`src/rtl/pipeline_pkg.sv`:
```
// Shared EX/MEM pipeline types and constants.
// ex_mem_entry_t shows the field layout at the default widths.
package pipeline_pkg;

    localparam int EX_MEM_DEPTH          = 2;
    localparam int EX_MEM_DATA_WIDTH     = 32;
    localparam int EX_MEM_REG_ADDR_WIDTH = 5;

    typedef struct packed {
        logic [EX_MEM_DATA_WIDTH-1:0]     alu_result;
        logic [EX_MEM_DATA_WIDTH-1:0]     store_data;
        logic [EX_MEM_REG_ADDR_WIDTH-1:0] rd;
        logic                             reg_write;
        logic                             mem_read;
        logic                             mem_write;
    } ex_mem_entry_t;

    function automatic logic [15:0] sat_inc16(input logic [15:0] v);
        return (v == 16'hFFFF) ? v : v + 16'd1;
    endfunction

endpackage

```
`src/rtl/pipe_fifo2.sv`:
```
// Generic two-entry FIFO with flush. Slot 0 is always the head.
// The entry type is a parameter.
module pipe_fifo2
    import pipeline_pkg::*;
#(
    parameter type entry_t = logic [7:0]
) (
    input  logic       clk,
    input  logic       reset,
    input  logic       push,
    input  logic       pop,
    input  logic       flush,
    input  entry_t     din,
    output entry_t     head,
    output logic [1:0] count
);

    localparam logic [1:0] FULL = 2'(EX_MEM_DEPTH);

    entry_t     slot0;
    entry_t     slot1;
    logic [1:0] cnt;
    logic       do_push;
    logic       do_pop;

    assign do_push = push && (cnt < FULL);
    assign do_pop  = pop && (cnt != 2'd0);

    always_ff @(posedge clk) begin
        if (!reset) begin
            cnt   <= 2'd0;
            slot0 <= '0;
            slot1 <= '0;
        end else if (flush) begin
            cnt <= 2'd0;
        end else begin
            unique case ({do_push, do_pop})
                2'b10: begin
                    if (cnt == 2'd0) slot0 <= din;
                    else             slot1 <= din;
                    cnt <= cnt + 2'd1;
                end
                2'b01: begin
                    slot0 <= slot1;
                    cnt   <= cnt - 2'd1;
                end
                // A push is only possible here with one entry held, so the new entry becomes the head.
                2'b11: slot0 <= din;
                default: ;
            endcase
        end
    end

    assign head  = (cnt != 2'd0) ? slot0 : '0;
    assign count = cnt;

endmodule

```
`src/rtl/ex_mem_skid_stage.sv`:
```
// EX/MEM pipeline stage that holds two entries. It drives forwarding from the head entry
// and counts cycles of MEM back-pressure.
module ex_mem_skid_stage
    import pipeline_pkg::*;
#(
    parameter int DATA_WIDTH     = 32,
    parameter int REG_ADDR_WIDTH = 5
) (
    input  logic                      clk,
    input  logic                      reset,
    input  logic                      ex_valid,
    output logic                      ex_ready,
    input  logic [DATA_WIDTH-1:0]     ex_alu_result,
    input  logic [DATA_WIDTH-1:0]     ex_store_data,
    input  logic [REG_ADDR_WIDTH-1:0] ex_rd,
    input  logic                      ex_reg_write,
    input  logic                      ex_mem_read,
    input  logic                      ex_mem_write,
    input  logic                      flush,
    output logic                      mem_valid,
    input  logic                      mem_ready,
    output logic [DATA_WIDTH-1:0]     mem_alu_result,
    output logic [DATA_WIDTH-1:0]     mem_store_data,
    output logic [REG_ADDR_WIDTH-1:0] mem_rd,
    output logic                      mem_reg_write,
    output logic                      mem_mem_read,
    output logic                      mem_mem_write,
    output logic                      fwd_valid,
    output logic [REG_ADDR_WIDTH-1:0] fwd_rd,
    output logic [DATA_WIDTH-1:0]     fwd_data,
    output logic [1:0]                occupancy,
    output logic [15:0]               stall_count
);

    localparam logic [1:0] FULL = 2'(EX_MEM_DEPTH);

    // This type has the same layout as ex_mem_entry_t, sized by this instance's parameters.
    typedef struct packed {
        logic [DATA_WIDTH-1:0]     alu_result;
        logic [DATA_WIDTH-1:0]     store_data;
        logic [REG_ADDR_WIDTH-1:0] rd;
        logic                      reg_write;
        logic                      mem_read;
        logic                      mem_write;
    } stage_entry_t;

    stage_entry_t din;
    stage_entry_t head;
    logic         push;
    logic         pop;

    assign ex_ready  = (occupancy < FULL);
    assign mem_valid = (occupancy != 2'd0);
    assign push      = ex_valid && ex_ready && !flush;
    assign pop       = mem_valid && mem_ready && !flush;

    assign din = '{
        alu_result: ex_alu_result,
        store_data: ex_store_data,
        rd:         ex_rd,
        reg_write:  ex_reg_write,
        mem_read:   ex_mem_read,
        mem_write:  ex_mem_write
    };

    pipe_fifo2 #(
        .entry_t(stage_entry_t)
    ) u_fifo (
        .clk  (clk),
        .reset(reset),
        .push (push),
        .pop  (pop),
        .flush(flush),
        .din  (din),
        .head (head),
        .count(occupancy)
    );

    assign mem_alu_result = head.alu_result;
    assign mem_store_data = head.store_data;
    assign mem_rd         = head.rd;
    assign mem_reg_write  = head.reg_write;
    assign mem_mem_read   = head.mem_read;
    assign mem_mem_write  = head.mem_write;

    assign fwd_valid = mem_valid && head.reg_write && (head.rd != '0);
    assign fwd_rd    = head.rd;
    assign fwd_data  = head.alu_result;

    // Flush leaves the stall counter running. Only reset clears it.
    always_ff @(posedge clk) begin
        if (!reset) begin
            stall_count <= 16'd0;
        end else if (mem_valid && !mem_ready) begin
            stall_count <= sat_inc16(stall_count);
        end
    end

endmodule

```
`config.mk`:
```
export PLATFORM = sky130hd
export DESIGN_NAME = ex_mem_skid_stage
export DESIGN_NICKNAME = d
export VERILOG_FILES = /design/src/rtl/pipeline_pkg.sv /design/src/rtl/pipe_fifo2.sv /design/src/rtl/ex_mem_skid_stage.sv
export SDC_FILE = /design/constraint.sdc
export NUM_CORES = 1
export LEC_CHECK = 0
export CORE_ASPECT_RATIO = 1.25
export CORE_MARGIN = 5
export CORE_UTILIZATION = 52
export DETAILED_ROUTE_END_ITERATION = 16
export GPL_TIMING_DRIVEN = 0
export PLACE_DENSITY = 0.89
export SLEW_MARGIN = 10
export SYNTH_ARGS = -nofsm -noshare
export SYNTH_HDL_FRONTEND = slang
export SYNTH_SLANG_ARGS = --single-unit
```
`constraint.sdc`:
```
create_clock -name clk -period 3.9 [get_ports clk]
set_clock_uncertainty 0.1 [all_clocks]
set_input_delay 0.975 -clock clk [delete_from_list [all_inputs] [get_ports clk]]
set_output_delay 0.975 -clock clk [all_outputs]
set_load 0.01 [all_outputs]
```
Word-level counts from Yosys, hierarchy flattened
Index checks and enable logic that the tools add are counted.
{"block": "op_classes", "n_addsub": 3, "n_lt_le_gt_ge": 1, "n_eq_ne": 5, "mux": 4, "n_bitwise": 4, "n_reduce_logical": 20}
{"operator": "one-hot mux 72 bit (3 select lines)", "n": 1}
{"operator": "2-to-1 mux 72 bit", "n": 2}
{"operator": "adder 16 x 1 -> 16 bit, second input constant", "n": 1}
{"operator": "== test 16 bit, second input constant", "n": 1}
{"operator": "logical AND 1 bit", "n": 9}
{"operator": "AND reduction 3 bit", "n": 2}
{"operator": "nonzero test 5 bit", "n": 1}
{"operator": "== test 2 bit, second input constant", "n": 2}
{"operator": "inverter 1 bit", "n": 4}
{"operator": "one-hot mux 2 bit (2 select lines)", "n": 1}
{"operator": "nonzero test 2 bit", "n": 2}
{"operator": "nonzero test 3 bit", "n": 1}
{"operator": "adder 2 x 1 -> 2 bit, second input constant", "n": 1}
{"operator": "== test 2 x 1 -> 1 bit, second input constant", "n": 1}
{"operator": "logical NOT 1 bit", "n": 2}
{"operator": "logical NOT 2 bit", "n": 1}
{"operator": "less-than comparator 2 bit, second input constant", "n": 1}
{"operator": "!= test 2 x 1 -> 1 bit, second input constant", "n": 1}
{"operator": "AND reduction 2 bit", "n": 1}
{"operator": "OR reduction 2 bit", "n": 1}
{"operator": "subtractor 2 x 1 -> 2 bit, second input constant", "n": 1}
{"block": "word_totals", "register_bits": 162, "in_bits": 77, "output_inout_bits": 130, "wordCells": 51}

Depth between registers and ports, before layout
{"block": "logic_depth", "word_depth": 7, "ltp_mapped": 10, "depth_no_buf": 9}

Cells and area by module
From an unflattened synthesis, not the netlist that was laid out.
{"block": "hier_totals", "cells_unflattened": 897, "area_unflattened_um2": 8051.5}
{"module": "pipe_fifo2", "instances": 1, "cells_per_inst": 755, "area_each_um2": 6899.1, "seq_area_each_um2": 2922.8}
{"module": "ex_mem_skid_stage", "instances": 1, "cells_per_inst": 142, "area_each_um2": 1152.4, "seq_area_each_um2": 320.3}

Worst setup path before layout
Ideal clock, no wire load.
{"block": "synth_timing", "path_type": "register to output", "startpoint": "register u_fifo.cnt[0], in the netlist u_fifo.count[0]", "endpoint": "output fwd_valid", "arrival_ns": 1.668, "t_required_ns": 2.825, "slack_ns": 1.157, "stages_incl_launch_ff": 7, "n_path_buf": 1, "path_cell_list": "dfxtp_1 > nor2_4 > inv_2 > buf_2 > and2_1 > or4_1 > o21a_1"}
{"block": "synth_via", "elab_chain_cells": 4, "word_cells_on_any_way": 5, "classes_between": "mux: 1; reduce/logical: 4"}
{"item": "start, declared", "line_no": "pipe_fifo2.sv:22", "source": "logic [1:0] cnt;"}
{"item": "start signal, assigned", "line_no": "pipe_fifo2.sv:41", "source": "cnt <= cnt + 2'd1;"}
{"item": "start signal, assigned", "line_no": "pipe_fifo2.sv:45", "source": "cnt <= cnt - 2'd1;"}
{"item": "nonzero test 2 bit", "line_no": "pipe_fifo2.sv:54", "source": "assign head = (cnt != 2'd0) ? slot0 : '0;"}
{"item": "2-to-1 mux 72 bit", "line_no": "pipe_fifo2.sv:54"}
{"item": "net fwd_rd[2]", "line_no": "ex_mem_skid_stage.sv:29", "source": "output logic [REG_ADDR_WIDTH-1:0] fwd_rd,"}
{"item": "nonzero test 5 bit", "line_no": "ex_mem_skid_stage.sv:86", "source": "assign fwd_valid = mem_valid && head.reg_write && (head.rd != '0);"}
{"item": "logical AND 1 bit", "line_no": "ex_mem_skid_stage.sv:86"}
{"item": "end, declared", "line_no": "ex_mem_skid_stage.sv:28", "source": "output logic fwd_valid,"}
The timed path passes the listed nets, and every way through them passes these cells.

Worst setup path in the final report
{"block": "layout_timing", "startpoint": "register u_fifo.cnt[0], in the netlist u_fifo.count[0]", "endpoint": "output fwd_valid"}
{"block": "layout_via", "elab_chain_cells": 4, "word_cells_on_any_way": 5, "classes_between": "mux: 1; reduce/logical: 4"}
{"item": "nonzero test 2 bit *", "line_no": "pipe_fifo2.sv:54, ex_mem_skid_stage.sv:53"}
{"item": "2-to-1 mux 72 bit", "line_no": "pipe_fifo2.sv:54"}
{"item": "nonzero test 5 bit / logical AND 1 bit (equally long branches)", "line_no": "ex_mem_skid_stage.sv:86"}
{"item": "logical AND 1 bit *", "line_no": "ex_mem_skid_stage.sv:86"}
Mark *: on every way between the ends. The rest lies on a longest branch, timed or not.

==> results.txt <==
- For this run, the top clock speed supported by timing is 268 MHz.
* DRC errors left: 0
- The worst setup path is launched from a flip-flop.
- Number of iterations in the first detailed-routing pass: 5
- Fin Setup TNS: 0 ns
- Global-route wire length before repair: 32400 microns
- Buffer cell driving the clock tree root: clkbuf_16
- In the final layout, the share of cells above drive strength 1 is 0.0829.
* Filler cell count: 1043
* Synth Area in XOR/XNOR: 0.00356
* Master of the slowest instance on the critical path: or4_1
- Number of core rows: 48
- Setup violations remaining at the end of the flow were counted as 0.
- Leading cell type in the layout, fill and taps excluded: clkdlybuf4s50_1
- In this run the standard cell core region covers 13900 sq um.
- Initial DRC Count: 338
- Number of warnings issued by yosys: 0
* Capturing element type of the critical path: primary output
- For this design the top-level I/O count stands at 207.
- Latest clock arrival within the worst-skew pair: 0.42 ns
* Critical path data required time: 2.82 ns
- Endpoint arrival time on the critical path: 2.65 ns
* Synthesized area per cell: 8.44 sq um
* Setup CP Type: flip-flop to primary output
- Min Tclk post-route: 3.72 ns
- Summed over all layers, the routed wires come to 20600 microns.
- Setup repair after global routing left no endpoint under its margin.
- After detailed routing, the number of vias per cell comes to 5.34.
* Multiplexer share of the synthesized area: 0.106
- Initial core utilization: 0.531
* Vias in the first global route: 6702
- Basic-gate share of the synthesized area counting and, or, nand and nor cells: 0.216
* CTS hold repair buffers: 0
- Max stage delay on crit path: 0.52 ns
- Maximum Capacitance Violations: 0
- The die is 143 microns tall.
* Slew margin rel.: 0.457
- In this run the deepest clock path goes through 2 buffers.
* Combinational family with the most area after synthesis: simple AND/OR/NAND/NOR gates
- Nets: 1179
- Yosys mapped a number of flops with a built-in enable equal to 0.
* Share of the cycle needed by the critical path after routing: 0.955
- Number of buffers added by the clock tree synthesis step: 17
* Worst hold-check path type: flip-flop to flip-flop
* Post-CTS clock slew at the launch and capture registers of the worst setup and hold paths: 0.06 ns
* Wirelength per Cell: 16.0 microns
- The die covers 16700 sq um.
- For this design the ratio of total power to cell area is 365 nW/um^2.
- The initial antenna violation count is 0.
- The run finished with clean final reports.
* FFs w/ async S/R, synth: 0
* Largest driver fanout on the critical path: 10
- The detail route stage leaves a number of antenna-violating nets equal to 0.
- Summed over all nets, the half-perimeter wirelength after detailed placement is 15300 microns.
- Cell leakage power: 3.48 nW
* I/O Buffers: 206
- Synth Area in Compound Gates: 0.150
* Final weighted congestion of routability-driven global placement: 0.800
* Count of buffers added by post-CTS timing repair for setup: 0
- The number of nets handed over by synthesis was 954.
- Synthesis produced a netlist whose cell count is 873.
- Summing internal, switching and leakage power gives 3.73 mW.
- Number of diodes added for antenna fixing: 0
* TritonCTS sink count: 162
- All-Layer GR Usage: 0.246
- The share of the Yosys chip area taken by registers is 0.440.
- IR drop worst, VDD: 351 uV
- Slew at the pin with the worst max-slew slack: 0.815 ns
* Clock tree from TritonCTS: built
- Leaving out fill and tap cells, the most frequent cells in the layout are clkdlybuf4s50_1, dfxtp_1, nand2_1, a21oi_1, nor2_1.
- In the synthesized netlist the dominant register cell turns out to be dfxtp_1.
- From synthesis to final layout, the design area changed by 39.0%.
* Number of distinct standard cells referenced by the synthesized netlist: 44
- Adder-cell share of the synthesized area: 0.00679
* Maximum number of pins on one net before global-route repair: 17
* Cell-by-cell trace of the critical path: nor2_4 > inv_2 > buf_2 > and2_1 > or4_1 > o21a_1 > clkdlybuf4s50_1
* Remaining global-route overflow: 0
- Number of vias after detailed routing: 6862
* Number of pins exceeding their max-slew limit in the final report: 0
- The H-tree was split into 4 levels.
- Total standard cell area after synthesis: 7370 sq um
- Die Span X: 116 microns
* Final hold viol count: 0
* Register bit count reported by yosys: 162
## cell type report
cell class	instances	area (sq um)	share of cell area
buffer	102	541	0.0528
clock buffer	21	450	0.0440
clock inverter	10	135	0.0132
inverter	9	33.8	0.00330
multi-input combinational	600	3560	0.347
sequential	162	3250	0.317
tap	175	219	0.0214
timing repair buffer	206	2060	0.201
## cell usage after synthesis, types with 2 or more instances
cell type,count,area [sq um]
a211oi_1,74,556
a21oi_1,80,400
and2_1,72,450
buf_1,6,22.5
buf_2,12,60.1
buf_4,37,278
clkbuf_1,47,176
dfxtp_1,162,3240
ha_1,4,50.1
inv_1,7,26.3
inv_2,2,7.51
mux2i_1,78,781
nand2_1,158,593
nand2b_1,5,31.3
nand3_1,3,15.0
nand4_1,5,31.3
nor2_1,79,297
nor3b_1,2,15.0
nor4_1,2,12.5
o211ai_1,2,15.0
o21a_1,2,15.0
o21ai_0,3,15.0
o31ai_1,4,30.0
or4_1,6,45.0
xnor2_1,2,17.5
## through the flow
| step | util | hold slack (ns) | std cells | worst slack, ns | instance area, sq um |
|---|---|---|---|---|---|
| after floorplan | - | 0.336 | 873 | 1.16 | 7370 |
| after global placement | 0.696 | 0.341 | 1254 | 0.179 | 9650 |
| after detailed placement | 0.696 | 0.346 | 1254 | 0.156 | 9650 |
| after CTS | 0.738 | 0.355 | 1285 | 0.0265 | 10200 |
| after global routing | 0.738 | 0.367 | 1285 | 0.0611 | 10200 |
| final | 0.738 | 0.352 | 1285 | 0.175 | 10200 |
## registers in the layout, indices dropped and copies added (netlist names)
register,flops
stall_count,16
u_fifo.count,2
u_fifo.slot1,72
u_fifo.slot0,72
## metal layers
| metal | GRT usage | up-vias | part of all wire |
|---|---|---|---|
| li1 | - | 3394 | - |
| met1 | 0.281 | 3207 | 0.39 |
| met2 | 0.441 | 208 | 0.51 |
| met3 | 0.0407 | 53 | 0.059 |
| met4 | 0.114 | 0 | 0.032 |
| met5 | 0 | - | 0 |
## cells by family after synthesis
family,Yosys count
flip-flops,162
adder cells (fa/ha/maj),4
AND/OR/NAND/NOR,343
multiplexers,78
buffers and inverters,111
XOR/XNOR,3
AO/OA/AOI/OAI,172
## worst paths after layout
kind | end | cells after the start | slack, ns | from
setup / recovery | fwd_valid | 7 | 0.18 | u_fifo.count[0]
hold / removal | u_fifo.slot1[2] | 2 | 0.35 | u_fifo.slot1[2]
setup reg to reg | u_fifo.slot0[49] | 8 | 1.31 | u_fifo.count[0]
hold reg to reg | u_fifo.slot1[2] | 2 | 0.35 | u_fifo.slot1[2]
## power by group
group          internal [mW]  leakage (nW)  switching (mW)  total (mW)
Clock                   1.02         0.275           0.646        1.66
Sequential              1.71          1.32          0.0244        1.73
Combinational          0.169          1.89           0.173       0.341
## worst max-delay path, delay by kind of cell, from the launching register on
| kind | cells | cell delay [ns] |
|---|---|---|
| AND/OR/NAND/NOR | 3 | 0.91 |
| buffers and inverters | 3 | 0.78 |
| AO/OA/AOI/OAI | 1 | 0.18 |
| flip-flops | 1 | 0.37 |
## timing repair
item                                   in CTS  in global routing
endpoints found under the hold margin       0                  0
resized for setup                           3                  2
gates cloned                                0                  0
setup endpoints to repair                  40                 20
pin swaps                                   0                  0
(Power assumes the default switching activity.)
